## config.mk

```make
export PLATFORM = sky130hd
export DESIGN_NAME = rv_pipe_hazard_ctrl
export DESIGN_NICKNAME = d
export VERILOG_FILES = /design/src/rtl/rv_pipe_pkg.sv /design/src/rtl/rv_hazard_tracker.sv /design/src/rtl/rv_pipe_hazard_ctrl.sv
export SDC_FILE = /design/constraint.sdc
export NUM_CORES = 1
export LEC_CHECK = 0
export CAP_MARGIN = 30
export CORE_UTILIZATION = 50
export DETAILED_ROUTE_END_ITERATION = 7
export PLACE_DENSITY = 0.78
export SETUP_SLACK_MARGIN = 0.4
export SYNTH_ARGS = -nofsm -noshare
export SYNTH_HDL_FRONTEND = slang
export SYNTH_SLANG_ARGS = --single-unit
```

## constraint.sdc

```tcl
create_clock -name clk -period 5.5 [get_ports clk]
set_clock_uncertainty 0.2 [all_clocks]
set_input_delay 0.825 -clock clk [delete_from_list [all_inputs] [get_ports clk]]
set_output_delay 0.825 -clock clk [all_outputs]
set_load 0.005 [all_outputs]
```

## src/rtl/rv_pipe_pkg.sv

```systemverilog
// Shared types and helpers for the in-order core pipeline hazard controller.
// Tracker entries carry register fields at a fixed maximum width, so any REG_AW up to RF_AW_MAX fits.
package rv_pipe_pkg;

  localparam int RF_AW_MAX = 8;
  localparam int FWD_NONE  = 0;

  typedef struct packed {
    logic                 valid;
    logic [RF_AW_MAX-1:0] rd;
    logic                 regwrite;
    logic                 is_load;
    logic [RF_AW_MAX-1:0] rs1;
    logic [RF_AW_MAX-1:0] rs2;
    logic                 use1;
    logic                 use2;
  } hz_entry_t;

  // Listed from highest to lowest priority.
  typedef enum logic [2:0] {
    ACT_RESET,
    ACT_FREEZE,
    ACT_FLUSH,
    ACT_STALL,
    ACT_FETCH_WAIT,
    ACT_RUN
  } hz_action_t;

  function automatic int clog2(input int n);
    int bits;
    int v;
    bits = 0;
    v    = n - 1;
    while (v > 0) begin
      bits++;
      v = v >> 1;
    end
    return (bits < 1) ? 1 : bits;
  endfunction

endpackage

```

## src/rtl/rv_hazard_tracker.sv

```systemverilog
// Shift register mirroring the instructions held in EX..WB.
// Entry 0 is EX; a hold freezes every entry and a bubble inserts an invalid entry at EX.
module rv_hazard_tracker
  import rv_pipe_pkg::*;
#(
  parameter int DEPTH = 3
) (
  input  logic                   clk,
  input  logic                   reset,
  input  logic                   hold,
  input  logic                   bubble,
  input  hz_entry_t              id_entry,
  output hz_entry_t [DEPTH-1:0]  entries
);

  always_ff @(posedge clk) begin
    // NOTE: whole entries are cleared on reset, not just valid, so stale register fields never linger.
    if (reset) begin
      entries <= '0;
    end else if (!hold) begin
      // NOTE: non-blocking assignments make every stage shift from its pre-edge neighbour.
      entries[0] <= bubble ? '0 : id_entry;
      for (int k = 1; k < DEPTH; k++) begin
        entries[k] <= entries[k-1];
      end
    end
  end

endmodule

```

## src/rtl/rv_pipe_hazard_ctrl.sv

```systemverilog
// Central pipeline controller: forwarding selects, load-use stalls, branch flushes and memory freezes,
// all derived from a registered copy of the instructions in flight between EX and WB.
module rv_pipe_hazard_ctrl
  import rv_pipe_pkg::*;
#(
  parameter int REG_AW     = 5,
  parameter int DEPTH      = 3,
  parameter int LOAD_READY = 2,
  parameter int CNT_W      = 32
) (
  input  logic                      clk,
  input  logic                      reset,
  input  logic                      id_valid,
  input  logic [REG_AW-1:0]         id_rs1,
  input  logic [REG_AW-1:0]         id_rs2,
  input  logic                      id_use_rs1,
  input  logic                      id_use_rs2,
  input  logic [REG_AW-1:0]         id_rd,
  input  logic                      id_regwrite,
  input  logic                      id_is_load,
  input  logic                      ex_br_taken,
  input  logic                      imem_busy,
  input  logic                      dmem_busy,
  output logic                      pc_en,
  output logic                      ifid_en,
  output logic                      ifid_bubble,
  output logic                      idex_en,
  output logic                      idex_bubble,
  output logic                      back_en,
  output logic                      pc_redirect,
  output logic [clog2(DEPTH)-1:0]   fwd_a,
  output logic [clog2(DEPTH)-1:0]   fwd_b,
  output logic [CNT_W-1:0]          stall_cnt,
  output logic [CNT_W-1:0]          flush_cnt
);

  localparam int FWD_W = clog2(DEPTH);

  hz_entry_t [DEPTH-1:0]  tracked;
  hz_entry_t              id_entry;
  hz_entry_t              head;
  hz_action_t             action;
  logic [RF_AW_MAX-1:0]   id_rs1_x;
  logic [RF_AW_MAX-1:0]   id_rs2_x;
  logic                   load_use;
  logic [FWD_W-1:0]       fwd_a_raw;
  logic [FWD_W-1:0]       fwd_b_raw;
  logic                   unused_tracked;

  // The regfile is write-first, so only real register writes to a nonzero rd are hazards.
  function automatic logic produces(input hz_entry_t e, input logic [RF_AW_MAX-1:0] r);
    return e.valid && e.regwrite && (e.rd != '0) && (e.rd == r);
  endfunction

  assign id_rs1_x = RF_AW_MAX'(id_rs1);
  assign id_rs2_x = RF_AW_MAX'(id_rs2);

  always_comb begin
    id_entry          = '0;
    id_entry.valid    = id_valid;
    id_entry.rd       = RF_AW_MAX'(id_rd);
    id_entry.regwrite = id_regwrite;
    id_entry.is_load  = id_is_load;
    id_entry.rs1      = id_rs1_x;
    id_entry.rs2      = id_rs2_x;
    id_entry.use1     = id_use_rs1;
    id_entry.use2     = id_use_rs2;
  end

  rv_hazard_tracker #(
    .DEPTH (DEPTH)
  ) u_tracker (
    .clk      (clk),
    .reset    (reset),
    .hold     (action == ACT_FREEZE),
    .bubble   (idex_bubble),
    .id_entry (id_entry),
    .entries  (tracked)
  );

  assign head           = tracked[0];
  assign unused_tracked = ^tracked;

  // A load in entry j reaches entry j+1 when the ID instruction enters EX; stall until that is forwardable.
  always_comb begin
    load_use = 1'b0;
    for (int j = 0; j < DEPTH; j++) begin
      if ((j + 1 < LOAD_READY) && tracked[j].is_load) begin
        if ((id_use_rs1 && produces(tracked[j], id_rs1_x)) ||
            (id_use_rs2 && produces(tracked[j], id_rs2_x))) begin
          load_use = 1'b1;
        end
      end
    end
    load_use = load_use && id_valid;
  end

  // Walk from the oldest entry to the newest so the youngest producer wins.
  always_comb begin
    fwd_a_raw = FWD_W'(FWD_NONE);
    fwd_b_raw = FWD_W'(FWD_NONE);
    for (int k = DEPTH - 1; k >= 1; k--) begin
      if (!(tracked[k].is_load && (k < LOAD_READY))) begin
        if (head.valid && head.use1 && produces(tracked[k], head.rs1)) begin
          fwd_a_raw = FWD_W'(k);
        end
        if (head.valid && head.use2 && produces(tracked[k], head.rs2)) begin
          fwd_b_raw = FWD_W'(k);
        end
      end
    end
  end

  // A taken branch squashes the ID instruction, so its load-use hazard is moot.
  always_comb begin
    if (reset) begin
      action = ACT_RESET;
    end else if (dmem_busy) begin
      action = ACT_FREEZE;
    end else if (ex_br_taken) begin
      action = ACT_FLUSH;
    end else if (load_use) begin
      action = ACT_STALL;
    end else if (imem_busy) begin
      action = ACT_FETCH_WAIT;
    end else begin
      action = ACT_RUN;
    end
  end

  always_comb begin
    // NOTE: every output is defaulted before the case, so no path can infer a latch.
    pc_en       = 1'b1;
    ifid_en     = 1'b1;
    ifid_bubble = 1'b0;
    idex_en     = 1'b1;
    idex_bubble = 1'b0;
    back_en     = 1'b1;
    pc_redirect = 1'b0;
    unique case (action)
      ACT_RESET: begin
        pc_en       = 1'b0;
        ifid_bubble = 1'b1;
        idex_bubble = 1'b1;
      end
      ACT_FREEZE: begin
        pc_en   = 1'b0;
        ifid_en = 1'b0;
        idex_en = 1'b0;
        back_en = 1'b0;
      end
      ACT_FLUSH: begin
        pc_redirect = 1'b1;
        ifid_bubble = 1'b1;
        idex_bubble = 1'b1;
      end
      ACT_STALL: begin
        pc_en       = 1'b0;
        ifid_en     = 1'b0;
        idex_bubble = 1'b1;
      end
      ACT_FETCH_WAIT: begin
        pc_en       = 1'b0;
        ifid_bubble = 1'b1;
      end
      default: begin
      end
    endcase
  end

  assign fwd_a = (action == ACT_RESET) ? FWD_W'(FWD_NONE) : fwd_a_raw;
  assign fwd_b = (action == ACT_RESET) ? FWD_W'(FWD_NONE) : fwd_b_raw;

  always_ff @(posedge clk) begin
    if (reset) begin
      stall_cnt <= '0;
      flush_cnt <= '0;
    end else begin
      if (((action == ACT_STALL) || (action == ACT_FREEZE)) && (stall_cnt != '1)) begin
        stall_cnt <= stall_cnt + 1'b1;
      end
      if ((action == ACT_FLUSH) && (flush_cnt != '1)) begin
        flush_cnt <= flush_cnt + 1'b1;
      end
    end
  end

endmodule

```

==> flow_summary_export.csv <==
group,metric,value,unit
worst_setup_path,crit_chain,"clkdlybuf4s50_1, xor2_1, nor4_1, and3_1, o211ai_4, and2_1, clkdlybuf4s50_1",
clock_network,cts-root-buf,"clkbuf_8",
worst_setup_path,critPathLaunchType,"input port",
global_routing,grt_usage,24.06,%
status,outcome,"finished clean",
worst_setup_path,critical_path_class,"input port to primary output",
sta,fmax,248.4,MHz
min_path,hp-class,"flip-flop to flip-flop",
power,peakVddDrop,0.0001140,V
yosys,synth_commonest_cells,"99 x dfxtp_1, 75 x nor2_1, 40 x xor2_1, 35 x nand2_1, 31 x xnor2_1",
route,avgRoutedWirePerCell,15.13,um
placed_design,portBuffers,99,
yosys,syn-num-nets,564,
sta,maxSlewHeadroom,51.49,%
yosys,yosysUniqueCellTypes,57,
finish,layout.cells.non_filler,763,
yosys,yosysWarnings,0,
finish,drive_gt1_share,5.521,%
yosys,synth_flop_cell,"dfxtp_1",
yosys,synth-edff-count,0,
route,route.detailed.drc,0,
clock_network,htree_levels,3,
yosys,syn_area,0.004765,mm^2
worst_setup_path,reg2reg_slack,2.75,ns
finish,n_antenna_cell,0,
sta,fin_crit,4.026,ns
finish,fillers,793,
worst_setup_path,end_kind,"primary output",
yosys,yosysMostFrequentCell,"dfxtp_1",
yosys,synth_top_cell_area_share,41.60,%
global_routing,grt_pass1_wl,19320,um
sta,slew_viol_final,0,
yosys,avgSynthCellArea,8.873,um^2
power,power_density,208.6,mW/mm^2
die,coreArea,0.009240,mm^2
placed_design,gp_congestion,0.8321,
yosys,synthTopCellsByArea,"dfxtp_1 42%, xor2_1 7.4%, nor2_1 5.9%",
placed_design,dp_hpwl,8117,um
route,initialDrtViolationCount,166,
sta,hold_viol,0,
die,num_io_pins,100,
sta,finalSetupTns,0,ns
worst_setup_path,cp-startpoint,"id_rs2[4]",
clock_network,holdBufCountCts,0,
worst_setup_path,slowest_delay,0.52,ns
route,antenna_left,0,
clock_network,path_clk_slew,0.09,ns
route,routed_via_density,5.578,
min_path,hp-start,"u_tracker.entries[77]",
worst_setup_path,timing.rr.start,"stall_cnt[3]",
worst_setup_path,arrival,3.00,ns
die,die_h,99.62,um
global_routing,antenna_found_initial,0,
die,design.die.area,0.009923,mm^2
global_routing,grt_max_degree,41,
die,dieWidth,99.62,um
route,dr.pass1.iters,4,
finish,layout.area.seq,0.001982,mm^2
clock_network,cts_buffers,9,
finish,syn_to_final_growth,25.89,%
worst_setup_path,crit_required,4.47,ns
clock_network,cts_setup_buffers,0,
sta,whs,0.3000,ns
sta,rsz0062_at_grt,"no",
finish,multiInputGateArea,0.002626,mm^2
clock_network,clockBufferDepth,2,
sta,worst_pin_slew,0.7269,ns
worst_setup_path,crit_slowest_cell,"clkdlybuf4s50_1",
yosys,synth_top_cell_by_area,"dfxtp_1",
yosys,syn_inst,537,
worst_setup_path,cpMostUsedCell,"clkdlybuf4s50_1",
yosys,synth_seq_cells,99,
job,drv_cap,0,
die,rows,35,
clock_network,cts_resized,0,
sta,period_share,73.20,%
route,finalWirelength,11540,um
worst_setup_path,path_max_fanout,15,
power,power.leakage,0.002148,uW
finish,num-nets-final,656,
clock_network,clk_latency,0.36,ns
yosys,async_flop_share,0,%
sta,setup_viol,0,
clock_network,clkSinkCount,99,
die,start_util,51.56,%
global_routing,first_global_vias,4045,
global_routing,overflow,0,
placed_design,place_inst,747,
clock_network,cts_tree,"done",
yosys,yosysSeqAreaShare,41.60,%
route,via_count,4256,
[flip-flops by register name, indices dropped and copies added (netlist names)]
| signal | count |
|---|---|
| stall_cnt | 32 |
| flush_cnt | 32 |
| u_tracker.entries | 35 |
[logic make-up after synthesis]
| family | after synthesis | share of synthesized area (%) |
|---|---|---|
| compound gates | 77 | 11.34 |
| xor+xnor | 71 | 13.05 |
| fa+ha+maj | 2 | 0.5251 |
| buf+inv | 33 | 3.283 |
| flops | 99 | 41.60 |
| mux | 21 | 4.490 |
| simple gates | 234 | 25.71 |
[where the power goes]
| part | internal (uW) | switching (uW) | leakage (uW) | total (uW) |
|---|---|---|---|---|
| combinational | 45.0 | 44.1 | 0.00126 | 89.1 |
| clock | 177 | 247 | 0.0000863 | 424 |
| sequential | 725 | 13.0 | 0.000800 | 738 |
| total | 947 | 304 | 0.00215 | 1250 |
[placed cells by master (no fill, tap or decap), types with 8 or more instances in the layout]
cell              n
mux2i_1          18
xnor2_1          31
xor2_1           40
clkdlybuf4s50_1  98
a22o_1           18
nor4_1            8
nand4_1          23
nor2_1           75
inv_1            11
a21oi_1          27
nand3_1          25
o21ai_0          13
and3_1           12
nor3_1           13
nand2_1          35
clkbuf_8         10
dfxtp_1          99
[worst paths after layout]
path | end | depth (start not counted)
worst max register to register | stall_cnt[29] | 6
worst min register to register | u_tracker.entries[77] | 2
worst min-delay path | u_tracker.entries[77] | 2
worst max-delay path | ifid_en | 7
[through the flow]
stage	power, uW	setup WS, ns	instance area (um^2)	util, %
2_1_floorplan	802.0	2.516	4765	-
3_3_place_gp	841.7	1.505	5827	63.06
3_5_place_dp	843.5	1.473	5827	63.06
4_1_cts	1259	1.469	5998	64.92
5_1_grt	1302	1.362	5998	64.92
6_report	1251	1.474	5998	64.92
[final cells by class]
| type | count | share of cell area [%] |
|---|---|---|
| timing repair buffer | 103 | 16.94 |
| sequential | 99 | 33.04 |
| clock buffer | 12 | 2.420 |
| tap | 129 | 2.691 |
| inverter | 11 | 0.6884 |
| clock inverter | 4 | 0.4380 |
| multi-input combinational | 405 | 43.78 |
[layer usage]
metal  track usage (%)  wire [um]  part of all wire, %
met5                 0          0                    0
met1             31.75       5295                   46
met2             39.42       5505                   48
met3             5.622        605                  5.2
met4             6.674        138                  1.2
[critical path, delay by kind of cell]
family                 cells  cell delay [ns]
AO/OA/AOI/OAI              1             0.48
XOR/XNOR                   1             0.19
AND/OR/NAND/NOR            3             0.48
buffers and inverters      2             1.01
No activity file was read; power rests on OpenSTA's default activity.
